==> config.mk <==
export PLATFORM = sky130hd
export DESIGN_NAME = fifo_flow_ctrl_fsm
export DESIGN_NICKNAME = d
export VERILOG_FILES = /design/src/rtl/fifo_flow_pkg.sv /design/src/rtl/fifo_flow_ctrl_fsm_hyst.sv /design/src/rtl/fifo_flow_ctrl_fsm.sv
export SDC_FILE = /design/constraint.sdc
export NUM_CORES = 1
export LEC_CHECK = 0
export CORE_MARGIN = 8
export CORE_UTILIZATION = 39
export DETAILED_ROUTE_END_ITERATION = 6
export GPL_ROUTABILITY_DRIVEN = 0
export GPL_TIMING_DRIVEN = 1
export PLACE_DENSITY = 0.81
export SYNTH_ARGS = -nofsm -noshare
export SYNTH_HDL_FRONTEND = slang
export SYNTH_SLANG_ARGS = --single-unit
export TNS_END_PERCENT = 100
==> constraint.sdc <==
create_clock -name clk -period 2 [get_ports clk]
set_input_delay 0.4 -clock clk [delete_from_list [all_inputs] [get_ports clk]]
set_output_delay 0.4 -clock clk [all_outputs]
set_load 0.005 [all_outputs]
==> src/rtl/fifo_flow_pkg.sv <==
// ---------------------------------------------------------------------------
// fifo_flow_pkg
// Shared definitions for the multi-channel FIFO flow-control FSM.
//   STATE_W      : width of the FSM state code exposed on the 'state' port
//   fsm_state_e  : FSM state codes
//                  RESET=0, INIT=1, IDLE=2, ACTIVE=3, ERROR=4
//                  Codes 5..7 are illegal and recover to RESET.
// ---------------------------------------------------------------------------
package fifo_flow_pkg;

  localparam int STATE_W = 3;

  localparam logic [STATE_W-1:0] S_RESET  = 3'd0;
  localparam logic [STATE_W-1:0] S_INIT   = 3'd1;
  localparam logic [STATE_W-1:0] S_IDLE   = 3'd2;
  localparam logic [STATE_W-1:0] S_ACTIVE = 3'd3;
  localparam logic [STATE_W-1:0] S_ERROR  = 3'd4;

  typedef enum logic [STATE_W-1:0] {
    ST_RESET  = S_RESET,
    ST_INIT   = S_INIT,
    ST_IDLE   = S_IDLE,
    ST_ACTIVE = S_ACTIVE,
    ST_ERROR  = S_ERROR
  } fsm_state_e;

endpackage

==> src/rtl/fifo_flow_ctrl_fsm_hyst.sv <==
// ---------------------------------------------------------------------------
// flow_hyst_ch
// One channel of pause hysteresis: a single flop that the FSM can set,
// clear, force high or clear unconditionally.
//   clk          : rising-edge clock
//   reset        : asynchronous active-high reset (pause -> 0)
//   set_i        : almost-full seen while the channel is being regulated
//   clr_i        : almost-empty seen while the channel is being regulated
//   force_i      : drive pause high (error handling)
//   clear_all_i  : drive pause low (configuration / return to idle)
//   pause_o      : registered pause request for this channel
// Priority: clear_all_i > force_i > set_i > clr_i > hold.
// ---------------------------------------------------------------------------
module flow_hyst_ch (
  input  logic clk,
  input  logic reset,
  input  logic set_i,
  input  logic clr_i,
  input  logic force_i,
  input  logic clear_all_i,
  output logic pause_o
);

  logic pause_q;
  logic pause_d;

  // Set beats clear so a FIFO that reports both almost-full and
  // almost-empty (tiny threshold window) errs on the side of stalling.
  always_comb begin
    pause_d = pause_q;
    if (clear_all_i) begin
      pause_d = 1'b0;
    end else if (force_i) begin
      pause_d = 1'b1;
    end else if (set_i) begin
      pause_d = 1'b1;
    end else if (clr_i) begin
      pause_d = 1'b0;
    end
  end

  always_ff @(posedge clk or posedge reset) begin
    if (reset) begin
      pause_q <= 1'b0;
    end else begin
      pause_q <= pause_d;
    end
  end

  assign pause_o = pause_q;

endmodule

==> src/rtl/fifo_flow_ctrl_fsm.sv <==
// ---------------------------------------------------------------------------
// fifo_flow_ctrl_fsm
// Flow-control FSM serving a bank of NUM_CH FIFOs. Programs shared
// almost-full / almost-empty thresholds during INIT, regulates per-channel
// source pause with hysteresis while ACTIVE, and records sticky overflow
// errors plus a data snapshot from the lowest-index overflowing channel.
//   clk, reset          : clock, asynchronous active-high reset
//   init                : level-sensitive configuration request
//   thr_af_in/thr_ae_in : thresholds to program while init is high
//   fifo_empty          : per-channel empty flags
//   fifo_almost_full    : per-channel almost-full flags
//   fifo_almost_empty   : per-channel almost-empty flags
//   fifo_overflow       : per-channel write-while-full pulses
//   data_snap           : per-channel head data, ch i at [i*DATA_W +: DATA_W]
//   thr_af/thr_ae       : active thresholds broadcast to the FIFOs
//   pause               : per-channel source stall request
//   error_full          : sticky per-channel overflow flags
//   err_data            : snapshot from the first error event
//   state/idle/active   : FSM state code and decodes
//   cfg_error           : last programmed thresholds were invalid
// All outputs come from flops; idle/active are decodes of the state flop.
// ---------------------------------------------------------------------------
module fifo_flow_ctrl_fsm
  import fifo_flow_pkg::*;
#(
  parameter int NUM_CH  = 4,
  parameter int DEPTH_W = 3,
  parameter int DATA_W  = 8
) (
  input  logic                     clk,
  input  logic                     reset,
  input  logic                     init,
  input  logic [DEPTH_W-1:0]       thr_af_in,
  input  logic [DEPTH_W-1:0]       thr_ae_in,
  input  logic [NUM_CH-1:0]        fifo_empty,
  input  logic [NUM_CH-1:0]        fifo_almost_full,
  input  logic [NUM_CH-1:0]        fifo_almost_empty,
  input  logic [NUM_CH-1:0]        fifo_overflow,
  input  logic [NUM_CH*DATA_W-1:0] data_snap,
  output logic [DEPTH_W-1:0]       thr_af,
  output logic [DEPTH_W-1:0]       thr_ae,
  output logic [NUM_CH-1:0]        pause,
  output logic [NUM_CH-1:0]        error_full,
  output logic [DATA_W-1:0]        err_data,
  output logic [STATE_W-1:0]       state,
  output logic                     idle,
  output logic                     active,
  output logic                     cfg_error
);

  fsm_state_e          state_q, state_d;
  logic [DEPTH_W-1:0]  thr_af_q, thr_af_d;
  logic [DEPTH_W-1:0]  thr_ae_q, thr_ae_d;
  logic [NUM_CH-1:0]   error_full_q, error_full_d;
  logic [DATA_W-1:0]   err_data_q, err_data_d;
  logic                cfg_error_q, cfg_error_d;

  logic [NUM_CH-1:0]   hyst_set;
  logic [NUM_CH-1:0]   hyst_clr;
  logic                hyst_force;
  logic                hyst_clear_all;

  logic                any_ovf;
  logic                all_empty;
  logic [DATA_W-1:0]   low_data;

  assign any_ovf   = |fifo_overflow;
  assign all_empty = &fifo_empty;

  // Priority encoder: scanning from the top down lets the lowest set index
  // overwrite last, so simultaneous overflows report the lowest channel.
  always_comb begin
    low_data = '0;
    for (int i = NUM_CH - 1; i >= 0; i--) begin
      if (fifo_overflow[i]) begin
        low_data = data_snap[i*DATA_W +: DATA_W];
      end
    end
  end

  // Next-state and register-update logic. init in any operational state
  // wins over overflow and FIFO status. Error capture happens only on the
  // transition into ERROR; while in ERROR only the sticky flags grow.
  always_comb begin
    state_d        = state_q;
    thr_af_d       = thr_af_q;
    thr_ae_d       = thr_ae_q;
    error_full_d   = error_full_q;
    err_data_d     = err_data_q;
    cfg_error_d    = cfg_error_q;
    hyst_set       = '0;
    hyst_clr       = '0;
    hyst_force     = 1'b0;
    hyst_clear_all = 1'b0;

    case (state_q)
      ST_RESET: begin
        state_d = ST_INIT;
      end

      ST_INIT: begin
        hyst_clear_all = 1'b1;
        if (init) begin
          thr_af_d = thr_af_in;
          thr_ae_d = thr_ae_in;
        end else if (thr_ae_q < thr_af_q) begin
          state_d     = ST_IDLE;
          cfg_error_d = 1'b0;
        end else begin
          cfg_error_d = 1'b1;
        end
      end

      ST_IDLE, ST_ACTIVE: begin
        if (init) begin
          state_d        = ST_INIT;
          error_full_d   = '0;
          err_data_d     = '0;
          hyst_clear_all = 1'b1;
        end else if (any_ovf) begin
          state_d      = ST_ERROR;
          error_full_d = fifo_overflow;
          err_data_d   = low_data;
          hyst_force   = 1'b1;
        end else if (state_q == ST_IDLE) begin
          if (!all_empty) begin
            state_d = ST_ACTIVE;
          end
        end else if (all_empty) begin
          state_d        = ST_IDLE;
          hyst_clear_all = 1'b1;
        end else begin
          hyst_set = fifo_almost_full;
          hyst_clr = fifo_almost_empty;
        end
      end

      ST_ERROR: begin
        if (init) begin
          state_d        = ST_INIT;
          error_full_d   = '0;
          err_data_d     = '0;
          hyst_clear_all = 1'b1;
        end else begin
          error_full_d = error_full_q | fifo_overflow;
          hyst_force   = 1'b1;
        end
      end

      default: begin
        state_d = ST_RESET;
      end
    endcase
  end

  always_ff @(posedge clk or posedge reset) begin
    if (reset) begin
      state_q      <= ST_RESET;
      thr_af_q     <= '0;
      thr_ae_q     <= '0;
      error_full_q <= '0;
      err_data_q   <= '0;
      cfg_error_q  <= 1'b0;
    end else begin
      state_q      <= state_d;
      thr_af_q     <= thr_af_d;
      thr_ae_q     <= thr_ae_d;
      error_full_q <= error_full_d;
      err_data_q   <= err_data_d;
      cfg_error_q  <= cfg_error_d;
    end
  end

  for (genvar g = 0; g < NUM_CH; g++) begin : g_hyst
    flow_hyst_ch u_hyst (
      .clk         (clk),
      .reset       (reset),
      .set_i       (hyst_set[g]),
      .clr_i       (hyst_clr[g]),
      .force_i     (hyst_force),
      .clear_all_i (hyst_clear_all),
      .pause_o     (pause[g])
    );
  end

  assign thr_af     = thr_af_q;
  assign thr_ae     = thr_ae_q;
  assign error_full = error_full_q;
  assign err_data   = err_data_q;
  assign cfg_error  = cfg_error_q;
  assign state      = state_q;
  assign idle       = (state_q == ST_IDLE);
  assign active     = (state_q == ST_ACTIVE);

endmodule

Word-level counts from Yosys, hierarchy flattened:

Cells that the tools add are included.

* reductions and logical operators: 14
* order comparisons: 1
* bitwise logic cells: 2
* multiplexer cells: 58
* equal/unequal tests: 10

Operators with widths (count)
* $mux 8: 7
* $mux 4: 13
* $mux 1: 25
* $mux 3: 8
* $pmux 8 s2: 1
* $reduce_bool 4->1: 4
* $pmux 3 s4: 1
* $ne 5x5->1 const B: 2
* $pmux 4 s2: 1
* $eq 3x2->1 const B: 2
* $ne 2x2->1 const B: 3
* $reduce_and 2->1: 3
* $reduce_and 5->1: 1
* $or 4x4->4: 1
* $reduce_and 4->1: 1
* $reduce_or 4->1: 1
* $eq 3x1->1 const B: 1
* $eq 3x3->1 const B: 1
* $logic_not 3->1: 1
* $lt 3x3->1: 1
* $ne 3x3->1 const B: 1
* $pmux 1 s3: 1
* $reduce_and 3->1: 1
* $pmux 1 s2: 1
* other kinds (3): 3

* logic and storage cells: 95
* bits in registers: 26
* output and inout port bits: 28
* bits of input ports: 57

Longest topological paths before layout:

Gate-level depths: netlist of run 1.

* depth in word-level cells: 10
* gate-level depth with buffers: 7
* mapped depth without buffers: 7

Modules after synthesis:

From an unflattened synthesis of run 1, not the netlist that was laid out.

* cell total of the unflattened synthesis: 173
* area total of the unflattened synthesis: 1534.0 sq um

By module, submodules not included
* fifo_flow_ctrl_fsm: seq. area each 550.5 sq um, area each 1358.8 sq um, times used 1, cells an instance 153
* flow_hyst_ch: seq. area each 25.0 sq um, area each 43.8 sq um, times used 4, cells an instance 5

Worst setup path after synthesis of run 1:

Ideal clock, no wire load.

* path type: register to register
* start point: register, netlist name thr_af[2]
* end point: register err_data_q[7], in the netlist err_data[7]
* cell stages (with the launch flop): 8
* period minus slack after synthesis: 1799 ps
* data arrival time: 1734 ps
* path buffers: 0
* setup time: 66 ps
* data required time: 1934 ps
* slack: 201 ps
* path through: dfrtp_1 > inv_1 > ha_1 > a21o_1 > a31oi_1 > o21bai_1 > nor4_4 > a22o_1

RTL lines
* end signal: assignment: RTL line fifo_flow_ctrl_fsm.sv:169 `err_data_q <= err_data_d;`
* end: declaration: RTL line fifo_flow_ctrl_fsm.sv:55 `logic [DATA_W-1:0] err_data_q, err_data_d;`

Worst setup path after layout of run 1:

* start point: input port fifo_overflow[1]
* end point: register err_data_q[7], in the netlist err_data[7]

* cells in the longest elaborated chain, start to end: 5
* elaborated cells on any way between the ends: 8
* those cells by class: eq/ne (1); mux (5); reduce/logical (2)

RTL lines
* start: declaration: RTL line fifo_flow_ctrl_fsm.sv:38 `input logic [NUM_CH-1:0] fifo_overflow,`
* $mux 8 (2 in series): RTL line fifo_flow_ctrl_fsm.sv:75 `if (fifo_overflow[i]) begin`
* $mux 8: RTL line fifo_flow_ctrl_fsm.sv:120 `end else if (any_ovf) begin`
* $mux 8: RTL line fifo_flow_ctrl_fsm.sv:115 `if (init) begin`
* $pmux 8 s2: RTL line fifo_flow_ctrl_fsm.sv:96 `case (state_q)`

Parallel ways exist; a longest one is shown, timed or not. The select of a mux whose other input is x is not followed.
A chain may end at the register's enable or synchronous reset.

==> results of run 1 <==
kinds of logic (layout without fill, tap and decap cells):
kind of cell | Yosys count | after routing | share of synthesized area
simple gates | 44 | 44 | 0.1761
fa+ha+maj | 2 | 2 | 0.01615
compound gates | 64 | 64 | 0.2868
buf+inv | 19 | 120 | 0.06623
flops | 26 | 26 | 0.4200
xor+xnor | 1 | 1 | 0.005655
mux | 4 | 4 | 0.02908
critical path, delay by kind of cell:
kind | cells | cell delay [ns]
buf+inv | 1 | 0.41
compound gates | 3 | 0.60
simple gates | 2 | 0.68
power breakdown:
part / switching, W / internal (W)
Sequential: 0.000203 / 0.000786
Clock: 0.000156 / 0.000135
Combinational: 0.000742 / 0.00115
Total: 0.00110 / 0.00207
state kept, by name, indices dropped and copies added (netlist names):
name,count
err_data,8
error_full,4
g_hyst.u_hyst.pause_o,4
state,3
thr_ae,3
thr_af,3
cfg_error,1
final cells by class:
cell class | count | area, sq um
repair buffers | 110 | 1055
clock buffers | 3 | 41.29
well taps | 50 | 62.56
multi-input cells | 115 | 812.0
flip-flops and latches | 26 | 654.4
fillers | 322 | 1262
inverters | 7 | 26.28
metrics by stage:
stage | hold WS (ns) | std cells | area [sq um] | utilization | TNS, ns
after CTS | 0.4957 | 308 | 2605 | 0.6656 | 0
final | 0.4862 | 311 | 2651 | 0.6774 | 0
after global routing | 0.5281 | 311 | 2651 | 0.6774 | -0.02537
after global placement | 0.4865 | 303 | 2546 | 0.6506 | -2.311
after detailed placement | 0.4928 | 303 | 2546 | 0.6506 | -3.101
after floorplan | 0.4400 | 160 | 1549 | - | 0
what timing repair did:
item                                    CTS  global route
gates resized for setup                   2             8
endpoints found under the setup margin    2            12
hold endpoints to repair                  0             0
pin swaps                                 0             1
buffers inserted                          2             4
layer usage:
metal	routed length [um]	global-route usage	vias to the layer above
li1	-	-	803
met1	2023	0.1825	762
met2	2440	0.2531	82
met3	488	0.05643	4
met4	38	0.03519	0
met5	0	0	-
how the worst min path moves through the flow:
stage | start | to | slack [ns] | cells after the start
floorplan | reset | cfg_error | 0.44 | 1
global placement | err_data[2] | err_data[2] | 0.49 | 1
detailed placement | err_data[4] | err_data[4] | 0.49 | 1
CTS | reset | thr_af[0] | 0.50 | 3
global route | reset | thr_ae[0] | 0.53 | 3
finish | reset | thr_ae[0] | 0.49 | 3
synthesized netlist by cell type, types with 2 or more instances:
cell type | instances | area share
ha_1 | 2 | 0.016
a21oi_1 | 17 | 0.055
o21ai_0 | 8 | 0.026
buf_2 | 4 | 0.013
nor4_4 | 2 | 0.027
nor3_1 | 4 | 0.013
inv_1 | 6 | 0.015
nor2b_1 | 3 | 0.012
buf_4 | 5 | 0.024
nor2_1 | 7 | 0.017
a22oi_1 | 9 | 0.044
a22o_1 | 12 | 0.068
dfrtp_1 | 26 | 0.42
nand2b_1 | 4 | 0.016
nand3b_1 | 2 | 0.0097
nand2_1 | 13 | 0.032
mux2_2 | 4 | 0.029
o22ai_1 | 9 | 0.036
==> flow_metrics.env, run 1 <==
export IMPL_r2r_start="thr_af[2]"
export IMPL_cts_buffer_depth=2
export IMPL_worstMarginPinSlew_ns=0.6028
export IMPL_arrival_ns=2.11
export IMPL_dieWidth_um=79.02
export IMPL_slowest_delay_ns=0.60
export IMPL_min_path_type="in2async"
export IMPL_grt_pass1_vias=1719
export IMPL_yosysSeqAreaShare=0.4200
export IMPL_pre_cts_slack_ns=-0.2339
export IMPL_crit_fanout=8
export IMPL_postSynth_asyncResetShare=1.000
export IMPL_finalNetCount=322
export IMPL_cap_violations=0
export IMPL_vdd_drop_max_v=0.0009220
export IMPL_synth_ff_type="dfrtp_1"
export IMPL_grt_use_total=0.1524
export IMPL_tritoncts="yes"
export IMPL_r2r_end="err_data[7]"
export IMPL_io_pins=85
export IMPL_cts_hold_buf=0
export IMPL_numCtsBuffers=3
export IMPL_syn_mean_instance_area_sq_um=9.681
export IMPL_ys_types=41
export IMPL_core_rowCount=23
export IMPL_critPathLaunchType="input port"
export IMPL_period_share=0.9746
export IMPL_path_clk_slew_ns=0.09
export IMPL_coreArea_sq_um=3914
export IMPL_ant_nets=0
export IMPL_crit_type="in2reg"
export IMPL_max_slew_margin=0.5973
export IMPL_synthCells=160
export IMPL_totalWireLength_um=4992
export IMPL_finClkSkew_ns=0.003273
export IMPL_root_buffer="clkbuf_8"
export IMPL_syn_nets=219
export IMPL_cts_max_level=1
export IMPL_initial_core_util=0.3958
export IMPL_final_cell_mix="clkdlybuf4s50_1 (83), buf_4 (24), dfrtp_1 (23)"
export IMPL_final_common_cell="clkdlybuf4s50_1"
export IMPL_layout_drive_gt1_share=0.1877
export IMPL_p_leak_nw=1.102
export IMPL_r2r_cells=7
export IMPL_clock_latency_ns=0.27
export IMPL_cpMaxStageDelayCell="or4_4"
export IMPL_ys_ff_latch=26
export IMPL_fmaxAchievable_mhz=513.0
export IMPL_worst_slack_ns=0.05072
export IMPL_status="completed"
export IMPL_crit_chain="clkdlybuf4s50_1, or4_4, a21oi_2, a2bb2oi_2, nor4_4, a22o_1"
export IMPL_hpwl_um=3993
export IMPL_remaining_drc_errors=0
export IMPL_power_w=0.003168
export IMPL_drv_slew=0
export IMPL_grt_pass1_wl_um=7817
export IMPL_drt_pass1_iterations=4
export IMPL_yosysWarnings=0
export IMPL_vias_per_cell=5.309
export IMPL_area_growth_pct=71.16
export IMPL_critical_path_required_ns=2.16
export IMPL_post_route_min_period_ns=1.949
export IMPL_grt_overflow=0
export IMPL_die_area_sq_um=6244
export IMPL_synth_enable_flop_cells=0
export IMPL_wl_per_cell_um=16.05
export IMPL_portBuffers=84
export IMPL_num_antenna_cells=0
export IMPL_grt_max_degree=27
export IMPL_synth_area_sq_um=1549
export IMPL_worstSetupStartpoint="fifo_overflow[1]"
export IMPL_r2r_slack_ns=0.12
export IMPL_die_h_um=79.02
export IMPL_power_density_nw_per_um2=1195
export IMPL_vias=1651
export IMPL_final_hold_viol_count=0
export IMPL_dr_first_iter_drc_count=138
export IMPL_cts_sinks=26
export IMPL_crit_end="err_data[7]"
export IMPL_antenna_found_initial=0
export IMPL_setup_viol=0
export IMPL_end_kind="flop"
No activity file was read; power rests on OpenSTA's default activity.
==> inputs of run 2 (changes only) <==
Settings changed: CORE_MARGIN 8 to 2.
==> flow_metrics.env, run 2 (synthesized netlist as in run 1, its figures left out) <==
export IMPL_grt_pass1_wl_um=7141
export IMPL_dieWidth_um=67.02
export IMPL_post_route_min_period_ns=1.976
export IMPL_tritoncts="yes"
export IMPL_r2r_slack_ns=0.12
export IMPL_stdcell_count=312
export IMPL_crit_type="in2reg"
export IMPL_io_pins=85
export IMPL_grt_max_degree=27
export IMPL_fin_area_sq_um=2696
export IMPL_finalNetCount=324
export IMPL_num_antenna_cells=0
export IMPL_final_hold_viol_count=0
export IMPL_hpwl_um=3499
export IMPL_setup_viol=0
export IMPL_n_fill_cell=306
export IMPL_slowest_delay_ns=0.50
export IMPL_cpMaxStageDelayCell="or4_4"
export IMPL_r2r_end="err_data[7]"
export IMPL_min_path_type="in2reg"
export IMPL_drv_slew=0
export IMPL_core_rowCount=22
export IMPL_status="completed"
export IMPL_totalWireLength_um=4724
export IMPL_area_growth_pct=74.07
export IMPL_cts_max_level=1
export IMPL_vdd_drop_max_v=0.0007892
export IMPL_critPathTopFamily="simple AND/OR/NAND/NOR gates"
export IMPL_r2r_cells=7
export IMPL_vias_per_cell=5.221
export IMPL_fmaxAchievable_mhz=506.1
export IMPL_initial_core_util=0.4138
export IMPL_antenna_found_initial=0
export IMPL_clock_latency_ns=0.27
export IMPL_critical_path_required_ns=2.17
export IMPL_worstMarginPinSlew_ns=0.6842
export IMPL_power_density_nw_per_um2=1230
export IMPL_period_share=0.9879
export IMPL_remaining_drc_errors=0
export IMPL_rsz0062_at_grt="no"
export IMPL_r2r_start="state[2]"
export IMPL_grt_overflow=0
export IMPL_min_delay_start="init"
export IMPL_max_slew_margin=0.5430
export IMPL_end_kind="flop"
export IMPL_postPlaceCellArea_sq_um=2544
export IMPL_dp_cells=301
export IMPL_cap_violations=0
export IMPL_pre_cts_slack_ns=-0.2180
export IMPL_cts_sinks=26
export IMPL_coreArea_sq_um=3744
export IMPL_wl_per_cell_um=15.14
export IMPL_arrival_ns=2.14
export IMPL_crit_fanout=8
export IMPL_grt_use_total=0.2058
export IMPL_final_common_cell="clkdlybuf4s50_1"
export IMPL_critical_path_buf_inv_count=2
export IMPL_crit_chain="clkdlybuf4s50_1, or4_4, nor2_4, and3_4, nor4_4, buf_4, a22o_1"
export IMPL_ant_nets=0
export IMPL_p_leak_nw=1.143
export IMPL_cts_buffer_depth=2
export IMPL_drt_pass1_iterations=4
export IMPL_numCtsBuffers=3
export IMPL_whs_endpoint="state[1]"
export IMPL_finClkSkew_ns=0.004974
export IMPL_final_cell_mix="clkdlybuf4s50_1 (80), buf_4 (27), dfrtp_1 (23)"
export IMPL_die_area_sq_um=4492
export IMPL_layout_drive_gt1_share=0.1932
export IMPL_grt_pass1_vias=1568
export IMPL_setup_tns_ns=0
export IMPL_critPathLaunchType="input port"
export IMPL_vias=1629
export IMPL_portBuffers=84
export IMPL_largest_register_ff_count=8
export IMPL_min_path_cells=2
export IMPL_path_clk_slew_ns=0.09
export IMPL_dr_first_iter_drc_count=52
export IMPL_worst_slack_ns=0.02412
export IMPL_die_h_um=67.02
export IMPL_root_buffer="clkbuf_8"
-- run 2: cell count changes in the layout (fill, tap and decap cells not counted), sizes merged --
cell,previous run,this run
clkdlybuf4s50,83,80
bufinv,0,1
dlymetal6s2s,1,4
buf,26,28
-- run 2: routing by layer --
metal,GRT usage,up-vias,wire [um]
met5,0,-,0
met3,0.03716,2,337
met4,0.04847,0,17
met1,0.2669,755,2001
li1,-,804,-
met2,0.3527,68,2369
-- run 2: worst max path at each step --
stage                           startpoint          end  slack (ns)  cells past startpoint
after floorplan                  thr_af[2]  err_data[7]        0.20                      7
after detailed placement  fifo_overflow[2]  err_data[7]       -0.22                      6
after global routing      fifo_overflow[3]  err_data[7]      0.0007                      7
after global placement    fifo_overflow[2]  err_data[7]       -0.18                      6
final                     fifo_overflow[3]  err_data[7]        0.02                      7
after CTS                         state[1]       active        0.05                      3
-- run 2: power by group --
group | internal (W) | switching (W)
Clock | 0.000268 | 0.000167
Sequential | 0.000785 | 0.000191
Combinational | 0.00116 | 0.000749
-- run 2: cell type report --
cell class | count | area, sq um | share of cell area
Tap cell | 48 | 60.06 | 0.02227
Timing Repair Buffer | 112 | 1074 | 0.3981
Inverter | 7 | 26.28 | 0.009745
Clock buffer | 3 | 41.29 | 0.01531
Clock inverter | 1 | 30.03 | 0.01114
Multi-Input combinational cell | 115 | 810.8 | 0.3007
Sequential cell | 26 | 654.4 | 0.2427
-- run 2: repair_timing --
item | in CTS | in global routing
endpoints found under the setup margin | 2 | 10
buffers inserted | 1 | 7
pin swaps | 0 | 2
gates resized for setup | 3 | 8
cloned | 0 | 0
hold buffers | 0 | 0
-- run 2: through the flow --
stage                 util  hold slack [ns]  power, W
floorplan                -           0.4400  0.001877
global placement    0.6795           0.4855  0.002732
detailed placement  0.6795           0.4835  0.002770
CTS                 0.7015           0.4985  0.003231
global route        0.7203           0.4586  0.003546
finish              0.7203           0.4476  0.003317
